===== config.mk =====
export PLATFORM = sky130hd
export DESIGN_NAME = pc_fetch_unit
export DESIGN_NICKNAME = d
export VERILOG_FILES = /design/src/rtl/pc_fetch_unit.sv
export SDC_FILE = /design/constraint.sdc
export NUM_CORES = 1
export LEC_CHECK = 0
export BUFFER_PORTS_ARGS = -buffer_cell sky130_fd_sc_hd__buf_4
export CORE_UTILIZATION = 30
export DETAILED_ROUTE_END_ITERATION = 8
export PLACE_DENSITY = 0.53
export RECOVER_POWER = 50
export SYNTH_ARGS = -nofsm -noshare
export SYNTH_HDL_FRONTEND = slang
export SYNTH_SLANG_ARGS = --single-unit

===== constraint.sdc =====
create_clock -name clk -period 3.7 [get_ports clk]
set_clock_uncertainty 0.15 [all_clocks]
set_input_delay 0.185 -clock clk [delete_from_list [all_inputs] [get_ports clk]]
set_output_delay 0.185 -clock clk [all_outputs]
set_load 0.02 [all_outputs]

===== src/rtl/pc_fetch_unit.sv =====
// rtl/pc_fetch_unit.sv - program counter and instruction-fetch sequencer (optional fetch timeout: FETCH_TIMEOUT_EN)
module pc_fetch_unit #(
    parameter int unsigned          ADDR_W   = 32,
    parameter logic [ADDR_W-1:0]    RESET_PC = '0,
    parameter int unsigned          INC      = 1,
    parameter int unsigned          TIMEOUT  = 16
) (
    input  logic              clk,
    input  logic              rst_n,
    input  logic              en,
    input  logic [ADDR_W-1:0] in_ALU,
    input  logic              S_MXPC,
    input  logic              flush,
    output logic              imem_req,
    output logic [ADDR_W-1:0] imem_addr,
    input  logic              imem_ack,
    input  logic [31:0]       imem_data,
    output logic [31:0]       instr_out,
    output logic              instr_valid,
    input  logic              instr_ready,
    output logic [ADDR_W-1:0] pc,
    output logic [ADDR_W-1:0] pc_plus,
    output logic              fetch_err
);

    localparam logic [1:0] S_IDLE  = 2'd0;
    localparam logic [1:0] S_FETCH = 2'd1;
    localparam logic [1:0] S_HOLD  = 2'd2;
    localparam logic [1:0] S_HALT  = 2'd3;

    localparam logic [ADDR_W-1:0] INC_V = ADDR_W'(INC);

    logic [1:0]  state;
    logic [31:0] instr_q;
    // One-cycle request blackout after a redirect so the old address is never confused with the new one
    logic        gap;
    logic        timed_out;

    assign pc_plus     = pc + INC_V;
    assign imem_addr   = pc;
    assign imem_req    = (state == S_FETCH) && !gap;
    assign instr_valid = (state == S_HOLD);
    assign instr_out   = instr_q;

`ifdef FETCH_TIMEOUT_EN
    localparam int unsigned CNT_W = $clog2(TIMEOUT + 1);

    logic [CNT_W-1:0] wait_cnt;
    logic             err_q;

    assign fetch_err = err_q;
    assign timed_out = imem_req && !imem_ack && !flush && (wait_cnt == CNT_W'(TIMEOUT - 1));

    always_ff @(posedge clk or negedge rst_n) begin
        if (!rst_n) begin
            wait_cnt <= '0;
            err_q    <= 1'b0;
        end else begin
            if (state != S_FETCH || flush || gap) begin
                wait_cnt <= '0;
            end else if (!imem_ack) begin
                wait_cnt <= wait_cnt + 1'b1;
            end
            if (timed_out) begin
                err_q <= 1'b1;
            end
        end
    end
`else
    assign fetch_err = 1'b0;
    assign timed_out = 1'b0;
`endif

    always_ff @(posedge clk or negedge rst_n) begin
        if (!rst_n) begin
            state   <= S_IDLE;
            pc      <= RESET_PC;
            instr_q <= '0;
            gap     <= 1'b0;
        end else begin
            gap <= 1'b0;
            case (state)
                S_IDLE: begin
                    if (flush) begin
                        pc <= in_ALU;
                    end else if (en) begin
                        state <= S_FETCH;
                    end
                end
                S_FETCH: begin
                    if (flush) begin
                        pc    <= in_ALU;
                        gap   <= en;
                        state <= en ? S_FETCH : S_IDLE;
                    end else if (imem_req && imem_ack) begin
                        instr_q <= imem_data;
                        state   <= S_HOLD;
                    end else if (timed_out) begin
                        instr_q <= '0;
                        state   <= S_HALT;
                    end
                end
                S_HOLD: begin
                    if (flush) begin
                        pc    <= in_ALU;
                        state <= en ? S_FETCH : S_IDLE;
                    end else if (instr_ready) begin
                        pc    <= S_MXPC ? pc_plus : in_ALU;
                        state <= en ? S_FETCH : S_IDLE;
                    end
                end
                default: begin
                    state <= S_HALT;
                end
            endcase
        end
    end

endmodule


==> results of run 1 <==
[routing by layer]
metal / part of all wire / up-vias / track usage
met5: 0 / - / 0
met4: 0.015 / 0 / 0.06790
met3: 0.073 / 16 / 0.04528
met2: 0.49 / 186 / 0.3341
met1: 0.42 / 2082 / 0.2315
li1: - / 2021 / -
[sequential cells by signal, indices dropped and copies added (netlist names)]
name       count
imem_addr     32
state          2
gap            1
instr_out     32
[path summary, 6_finish.rpt]
check	from	end	slack [ns]
max reg2reg	state[0]	imem_addr[31]	1.05
min in group asynchronous	rst_n	imem_addr[22]	0.73
max	imem_addr[0]	pc_plus[12]	0.78
max in group asynchronous	rst_n	instr_out[2]	1.61
min	in_ALU[8]	imem_addr[8]	0.02
min reg2reg	instr_out[22]	instr_out[22]	0.35
[report_power, final]
group / switching, W / total [W] / internal [W] / leakage [nW]
logic: 0.000728 / 0.00121 / 0.000478 / 1.67
registers: 0.000208 / 0.00116 / 0.000954 / 0.800
clock network: 0.000319 / 0.000766 / 0.000447 / 0.132
[kinds of logic (layout without fill, tap and decap cells)]
logic type / after synthesis / after routing
AND/OR/NAND/NOR: 153 / 153
AO/OA/AOI/OAI: 102 / 102
buffers and inverters: 70 / 273
flip-flops: 67 / 67
multiplexers: 34 / 34
XOR/XNOR: 28 / 28
adder cells (fa/ha/maj): 1 / 1
other: 1 / 1
[critical path, cell delays in order, from the launching register on]
cell and delay, ns:
dfrtp_1 0.49, ha_1 0.27, nand3_1 0.40, or3_1 0.59
nor2_1 0.16, xor2_1 0.17, buf_4 0.17
[cells in the final DEF (no fill, tap or decap), types with 13 or more instances in the layout]
| cell type | synthesis | layout |
|---|---|---|
| nand3_1 | 13 | 13 |
| dfrtp_1 | 67 | 67 |
| mux2_2 | 32 | 32 |
| clkbuf_1 | 24 | 86 |
| dlygate4sd3_1 | 0 | 43 |
| xnor2_1 | 17 | 17 |
| nor2_1 | 15 | 14 |
| o21ai_0 | 29 | 29 |
| a21oi_1 | 20 | 20 |
| nand2_1 | 50 | 50 |
| buf_4 | 33 | 123 |
| nor3_1 | 14 | 14 |
| nand4_1 | 15 | 15 |
[per-stage QoR]
stage               cells  utilization  area [um2]  setup slack [ns]  power, W
CTS                   835       0.4693        6314            0.7223  0.003384
global route          835       0.4454        5992            0.5925  0.003307
finish                835       0.4454        5992            0.7770  0.003134
global placement      776       0.4179        5622             1.110  0.002533
floorplan             456            -        4202             1.228  0.001933
detailed placement    776       0.4179        5622             1.035  0.002558
[area by class of cell]
cell class	count	share of cell area
multi-input cells	319	0.3567
repair buffers	252	0.2800
flip-flops and latches	67	0.2798
clock buffers	10	0.03821
well taps	176	0.03675
clock inverters	6	0.005429
inverters	5	0.003132
==> flow_summary.json, run 1 <==
{
  "synth_compound_gate_area_share": 0.1572,
  "worst_path_clk_slew_ns": 0.05,
  "post_cts_sizing_count": 0,
  "syn-cell-area_um2": 4202,
  "std_cell_rows": 42,
  "clock_sink_count": 67,
  "fillerInstances": 1393,
  "drt_drc_violations_left": 0,
  "finalSetupViolCount": 0,
  "synth.cells.most_frequent": "dfrtp_1 (67), nand2_1 (50), buf_4 (33)",
  "setup.worst_path.end_class": "primary output",
  "synth_top_area_share": 0.3990,
  "layout-area-overhead-vs-synth_pct": 42.61,
  "area_share_of_fa_ha_maj_cells_after_synthesis": 0.002978,
  "boundaryPins": 202,
  "total_inserted_antenna_cells": 0,
  "yosys.cell_types.count": 50,
  "setup.worst_path.start_class": "flop",
  "slew_headroom": -0.1948,
  "numCtsBuffers": 9,
  "drv.max_cap_violation_count": 1,
  "synthesis.area_per_instance_um2": 9.214,
  "synth-xor-area-share": 0.05837,
  "yosys.cell_count.top_type": "dfrtp_1",
  "final.setup.tns_ns": 0,
  "clock_latency_ns": 0.33,
  "routed_wirelength_um": 13990,
  "final_hold_viol_count": 0,
  "initial_utilization": 0.3123,
  "holdWs_ns": 0.01758,
  "worst_pin_slew_ns": 1.792,
  "grt_antenna_before_repair": 0,
  "top_reg_cell_synth": "dfrtp_1",
  "grt_max_degree": 68,
  "holdBufCountCts": 43,
  "core_um2": 13450,
  "final_min_period_over_clock_period": 0.7900,
  "die_area_um2": 14480,
  "clock_tree.root_cell": "clkbuf_16",
  "place.port_buffers": 200,
  "final-max-slew-violation-count": 68,
  "timing.final.crit_period_ns": 2.923,
  "r2r.worst_path.cells": 4,
  "grt-ovfl-total": 0,
  "worst-endpoint-arrival_ns": 2.59,
  "timing_worst_setup_path_type": "flop to primary output",
  "synth_top_family_by_area": "simple AND/OR/NAND/NOR gates",
  "final_net_count": 726,
  "synth_edf_count": 0,
  "wl_per_cell_um": 16.76,
  "gr-usage-all-layers": 0.1925,
  "ant_nets": 0,
  "power_leakage_nw": 2.603,
  "synth_top_area_cell": "dfrtp_1",
  "synth-simple-area-share": 0.1968,
  "synth.yosys.warnings": 0,
  "horizontal_die_dimension_um": 120.3,
  "run_status": "finished with violations",
  "detailed_routing_iteration_count_for_the_pre_antenna_repair_pass": 4,
  "crit_path_max_fanout": 12,
  "ctsLongestPathBuffers": 2,
  "vias_per_cell": 5.156,
  "ir_drop_v": 0.0003636,
  "synthCells": 456,
  "first_global_vias": 4136,
  "die_height_um": 120.3,
  "powerDensity_nw_per_um2": 523.0,
  "grt_first_pass_wirelength_um": 21740,
  "area_taken_by_multi_input_logic_gates_um2": 2137,
  "htreeDepth": 3,
  "seqCellArea_um2": 1677,
  "routabilityCongestion": 0.8117,
  "synth_area_leaders": "dfrtp_1 (40%), mux2_2 (8.6%), buf_4 (5.9%)",
  "syn-num-nets": 528,
  "worst_ep_required_time_ns": 3.37,
  "synth.yosys.seq_area_share": 0.3990,
  "cts_setup_buffers": 0,
  "failed_checks": "capacitance limit, slew limit",
  "timing.fmax_mhz": 342.1,
  "layout-drive-gt1-share": 0.2716,
  "routed_via_count": 4305,
  "async_flop_share": 1.000,
  "hold_class": "input port to flop",
  "post_synth_mux_area_share": 0.09053,
  "clock_tree_from_tritoncts": "yes",
  "postSynthRegisterBits": 67,
  "holdPathStages": 3,
  "unrepaired_setup_endpoints_after_global_routing": "false",
  "drt-initial-drc-count": 297,
  "dp_hpwl_um": 9709
}
Note: power is estimated with default switching activity, not from simulation.
==> inputs of run 2 (changes only) <==
- PLACE_DENSITY: 0.53 -> 0.55
- clock period: 3.7 -> 2.5 ns (I/O delays scaled with it)
==> run 2 against run 1 <==
The flow still finishes with violations (capacitance limit, slew limit). Final cell count increased by 4.3%. Sequential power increased by 47%. Clock power increased by 85%. Hold slack got worse by 0.0080 ns. Count of clock-buffer cells in the layout unchanged. Combinational power increased by 60%. Sequential share of layout area decreased by 2.2 points. First-iteration DRC count decreased by 7.1%. Cell area increased by 9.3%. Via count increased by 3.1%. Power increased by 61%. Sequential cell count unchanged. Largest power group unchanged.
==> flow_summary.json, run 2 (synthesis gave the netlist of run 1 again) <==
{
  "std_cell_rows": 42,
  "routabilityCongestion": 0.7996,
  "detailed_routing_iteration_count_for_the_pre_antenna_repair_pass": 5,
  "crit_path_max_fanout": 8,
  "cell_area_placed_um2": 5761,
  "slew_headroom": -0.1620,
  "gr-usage-all-layers": 0.2022,
  "clock_tree_from_tritoncts": "yes",
  "first_global_vias": 4483,
  "timing.final.crit_period_ns": 2.383,
  "clock_latency_ns": 0.34,
  "final_cell_mix": "buf_4 (172), dlygate4sd3_1 (60), dfrtp_1 (56)",
  "layout.cell_area.non_filler_um2": 6546,
  "globalRouteMet2Util": 0.3538,
  "clock_sink_count": 67,
  "final_net_count": 762,
  "grt_max_degree": 68,
  "place_ws_ns": 0.2794,
  "grt_antenna_before_repair": 0,
  "setup.worst_path.end_class": "primary output",
  "placed_cells": 793,
  "final_critical_path_setup_slack_ns": 0.1174,
  "ir_drop_v": 0.0006252,
  "dp_hpwl_um": 9989,
  "die_area_um2": 14480,
  "ant_nets": 0,
  "worst_pin_slew_ns": 1.743,
  "numCtsBuffers": 9,
  "failed_checks": "capacitance limit, slew limit",
  "hold_class": "input port to flop",
  "core_um2": 13450,
  "worst-endpoint-arrival_ns": 2.11,
  "timing_worst_setup_path_type": "flop to primary output",
  "drt_drc_violations_left": 0,
  "die_height_um": 120.3,
  "power_leakage_nw": 2.919,
  "timing.fmax_mhz": 419.7,
  "worst_ep_required_time_ns": 2.23,
  "final_min_period_over_clock_period": 0.9530,
  "total_inserted_antenna_cells": 0,
  "place.port_buffers": 200,
  "layout-area-overhead-vs-synth_pct": 55.81,
  "ctsLongestPathBuffers": 2,
  "use_met3": 0.05566,
  "wl_per_cell_um": 16.61,
  "finalSetupViolCount": 0,
  "met1_routing_resource_usage_after_global_routing": 0.2342,
  "vias_per_cell": 5.094,
  "powerDensity_nw_per_um2": 772.2,
  "r2r.worst_path.cells": 7,
  "instances_no_fill": 871,
  "htreeDepth": 3,
  "routed_wirelength_um": 14470,
  "grt.busiest_layer": "met2",
  "initial_utilization": 0.3123,
  "layout-drive-gt1-share": 0.3525,
  "worst_path_clk_slew_ns": 0.06,
  "holdPathStages": 4,
  "setup.worst_path.start_class": "flop",
  "layout_commonest_cell": "buf_4",
  "final_hold_viol_count": 0,
  "drv.max_cap_violation_count": 1,
  "routed_via_count": 4437,
  "run_status": "finished with violations",
  "grt_first_pass_wirelength_um": 22800,
  "final-max-slew-violation-count": 68,
  "drt-initial-drc-count": 276,
  "clock_tree.root_cell": "clkbuf_16",
  "horizontal_die_dimension_um": 120.3,
  "post-route-util": 0.4866,
  "grt-ovfl-total": 0,
  "boundaryPins": 202
}
## run 2: report_power, final
part,internal [W],switching (W),leakage [nW]
combinational,0.000813,0.00113,1.98
clock,0.000900,0.000516,0.155
sequential,0.00142,0.000282,0.789
## run 2: worst paths after layout
path / slack, ns / start / endpoint
worst max-delay path: 0.12 / imem_addr[0] / pc_plus[29]
worst min-delay path: 0.01 / in_ALU[24] / imem_addr[24]
worst max register to register: 0.13 / state[0] / imem_addr[28]
worst min register to register: 0.35 / instr_out[6] / instr_out[6]
max in group asynchronous: 0.42 / rst_n / imem_addr[8]
min in group asynchronous: 0.62 / rst_n / imem_addr[20]
## run 2: metal layers
layer,routed length [um],vias to the layer above
li1,-,2091
met1,5921,2124
met2,7139,202
met3,1155,20
met4,251,0
met5,0,-
## run 2: worst max-delay path, cell delays in order (launching register included)
cell     delay [ns]
dfrtp_1        0.37
buf_6          0.14
nand4_1        0.09
buf_4          0.18
nor4_4         0.26
buf_4          0.20
nand4_1        0.16
xnor2_1        0.21
buf_4          0.16
## run 2: metrics by stage
| step | TNS [ns] | total power [W] | hold slack (ns) |
|---|---|---|---|
| after detailed placement | 0 | 0.003820 | 0.1659 |
| after global routing | -0.02760 | 0.005311 | 0.01831 |
| final | 0 | 0.005055 | 0.009542 |
| after global placement | 0 | 0.003781 | 0.1651 |
| after floorplan | 0 | 0.002861 | -0.3206 |
| after CTS | 0 | 0.005335 | 0.001301 |
## run 2: cell type report
class / instances / area (um2)
Fill cell: 1327 / 6907
Multi-Input combinational cell: 319 / 2162
Timing Repair Buffer: 288 / 2127
Sequential cell: 67 / 1690
Clock buffer: 10 / 239.0
Tap cell: 176 / 220.2
Clock inverter: 6 / 88.84
Inverter: 5 / 18.77
## run 2: what timing repair did
item	CTS	global route
endpoints found under the setup margin	7	12
hold buffers	60	0
pin swaps	1	1
setup buffers	2	0
gates resized for setup	2	15
hold endpoints to repair	122	0
==> inputs of run 3 (changes only) <==
- CORE_UTILIZATION: 30 -> 43
- PLACE_DENSITY: 0.55 -> 0.75
==> run 3 against run 2 <==
The flow now finishes without violations. Final cell count down 5.4%. Critical path depth down 2. Combinational power up 5%. Hold slack worse by 0.0057 ns. Largest cell class unchanged.
==> flow_summary.json, run 3 (synthesis gave the netlist of run 1 again) <==
{
  "finalSetupViolCount": 0,
  "layout-drive-gt1-share": 0.4000,
  "dp_hpwl_um": 9293,
  "detailed_routing_iteration_count_for_the_pre_antenna_repair_pass": 5,
  "layout_commonest_cell": "buf_4",
  "most_frequent_cell_on_the_critical_path": "buf_4",
  "placed_cells": 739,
  "grt_antenna_before_repair": 0,
  "slew_headroom": 0.4093,
  "ctsLongestPathBuffers": 2,
  "core_um2": 9371,
  "ant_nets": 0,
  "clock_power_share": 0.219,
  "final_min_period_over_clock_period": 0.9644,
  "first_global_vias": 4384,
  "place.port_buffers": 200,
  "wl_per_cell_um": 17.16,
  "worst_path_clk_slew_ns": 0.09,
  "unrepaired_setup_endpoints_after_global_routing": "true",
  "met1_routing_resource_usage_after_global_routing": 0.3305,
  "hold_class": "input port to flop",
  "die_height_um": 100.9,
  "final_cell_mix": "buf_4 (195), dlygate4sd3_1 (57), nand2_1 (50)",
  "drv.max_cap_violation_count": 0,
  "std_cell_rows": 35,
  "grt.busiest_layer": "met2",
  "boundaryPins": 202,
  "grt_first_pass_wirelength_um": 21760,
  "setup.worst_path.end_class": "primary output",
  "htreeDepth": 3,
  "die_area_um2": 10170,
  "gr-usage-all-layers": 0.2767,
  "final_hold_viol_count": 0,
  "clock_tree_from_tritoncts": "yes",
  "sw_frac_of_total": 0.4060,
  "initial_utilization": 0.4483,
  "powerDensity_nw_per_um2": 736.9,
  "grt_max_degree": 68,
  "worst-endpoint-arrival_ns": 2.14,
  "pwr-share-comb": 0.424,
  "use_met3": 0.06865,
  "routed_wirelength_um": 14140,
  "timing.final.crit_period_ns": 2.411,
  "critPathMaxStageDelay_ns": 0.44,
  "cell_internal_pwr_w": 0.002841,
  "clock_sink_count": 67,
  "globalRouteMet2Util": 0.4747,
  "power.total_w": 0.004783,
  "total_inserted_antenna_cells": 0,
  "setup.worst_path.start_class": "flop",
  "worstPathBufferInverterCount": 2,
  "grt-ovfl-total": 0,
  "drt_drc_violations_left": 0,
  "clock_tree.root_cell": "clkbuf_8",
  "critPathTopFamily": "simple AND/OR/NAND/NOR gates",
  "crit_slowest_cell": "dfrtp_2",
  "routabilityCongestion": 0.8558,
  "sequential_cell_fraction_of_total_power": 0.357,
  "switchingPower_w": 0.001942,
  "clock_latency_ns": 0.36,
  "drt-initial-drc-count": 321,
  "worst_pin_slew_ns": 0.8860,
  "instances_no_fill": 824,
  "power_leakage_nw": 2.960,
  "ir_drop_v": 0.0006135,
  "numCtsBuffers": 9,
  "critical_path.cell_chain": "nand4_1 > nor4_4 > buf_4 > and2_1 > xor2_1 > buf_4",
  "timing.fmax_mhz": 414.8,
  "final_net_count": 762,
  "timing_worst_setup_path_type": "flop to primary output",
  "routed_via_count": 4498,
  "crit_path_max_fanout": 7,
  "final-max-slew-violation-count": 0,
  "run_status": "completed",
  "worst_ep_required_time_ns": 2.23,
  "layout-area-overhead-vs-synth_pct": 54.50,
  "vias_per_cell": 5.459,
  "horizontal_die_dimension_um": 100.9
}
## run 3: cell count changes in the layout (fill, tap and decap cells not counted), sizes merged
| cell | previous run | this run |
|---|---|---|
| buf | 174 | 197 |
| clkbuf | 64 | 43 |
| dlygate4sd3 | 60 | 57 |
| clkinv | 2 | 4 |
| clkinvlp | 2 | 0 |
| inv | 5 | 6 |
## run 3: layout make-up
class	count	area [um2]
clock inverters	7	100.1
inverters	5	18.77
repair buffers	288	2193
multi-input cells	319	2195
well taps	129	161.4
fillers	759	2880
clock buffers	9	123.9
flip-flops and latches	67	1699
## run 3: metal layers
metal	wire length (um)	vias to the layer above
met3	1256	30
met4	304	0
met1	5401	2125
met2	7178	245
met5	0	-
li1	-	2098
## run 3: final timing paths
path | cells past startpoint | from | endpoint | slack (ns)
setup / recovery | 6 | imem_addr[22] | pc_plus[27] | 0.09
hold / removal | 4 | in_ALU[6] | imem_addr[6] | 0.004
setup reg to reg | 6 | state[0] | state[0] | 0.23
hold reg to reg | 1 | instr_out[25] | instr_out[25] | 0.36
max in group asynchronous | 2 | rst_n | imem_addr[21] | 1.29
min in group asynchronous | 2 | rst_n | imem_addr[6] | 0.28
## run 3: repair_timing
item / in CTS / in global routing
hold endpoints to repair: 121 / 1
endpoints found under the setup margin: 12 / 20
gates resized for setup: 5 / 26
hold buffers: 56 / 1
buffers inserted: 1 / 11
pin swaps: 1 / 5
## run 3: power groups by stage
stage / registers, W / clock network (W) / logic [W]
finish: 0.00171 / 0.00105 / 0.00203
CTS: 0.00169 / 0.00105 / 0.00218
global route: 0.00175 / 0.00111 / 0.00215
detailed placement: 0.00171 / 0 / 0.00210
global placement: 0.00168 / 0 / 0.00206
floorplan: 0.00205 / 0 / 0.000813
## run 3: through the flow
stage                 util  setup slack (ns)  setup TNS (ns)  hold slack, ns  cell area, um2
global route        0.6927          -0.02610        -0.02981         0.02848            6491
CTS                 0.6881         -0.001361       -0.001361        0.001029            6449
floorplan                -           0.08773               0         -0.3206            4202
global placement    0.6021            0.3893               0          0.1473            5643
detailed placement  0.6021            0.2858               0          0.1514            5643
finish              0.6927           0.08902               0        0.003887            6491
## run 3: worst reg2reg max path, stage by stage, from the launching register on
cell and delay [ns]:
dfrtp_1 0.50, nor3b_1 0.32, nand3b_1 0.11, buf_4 0.27, a21oi_1 0.21, a31oi_1 0.05
dlygate4sd3_1 0.55
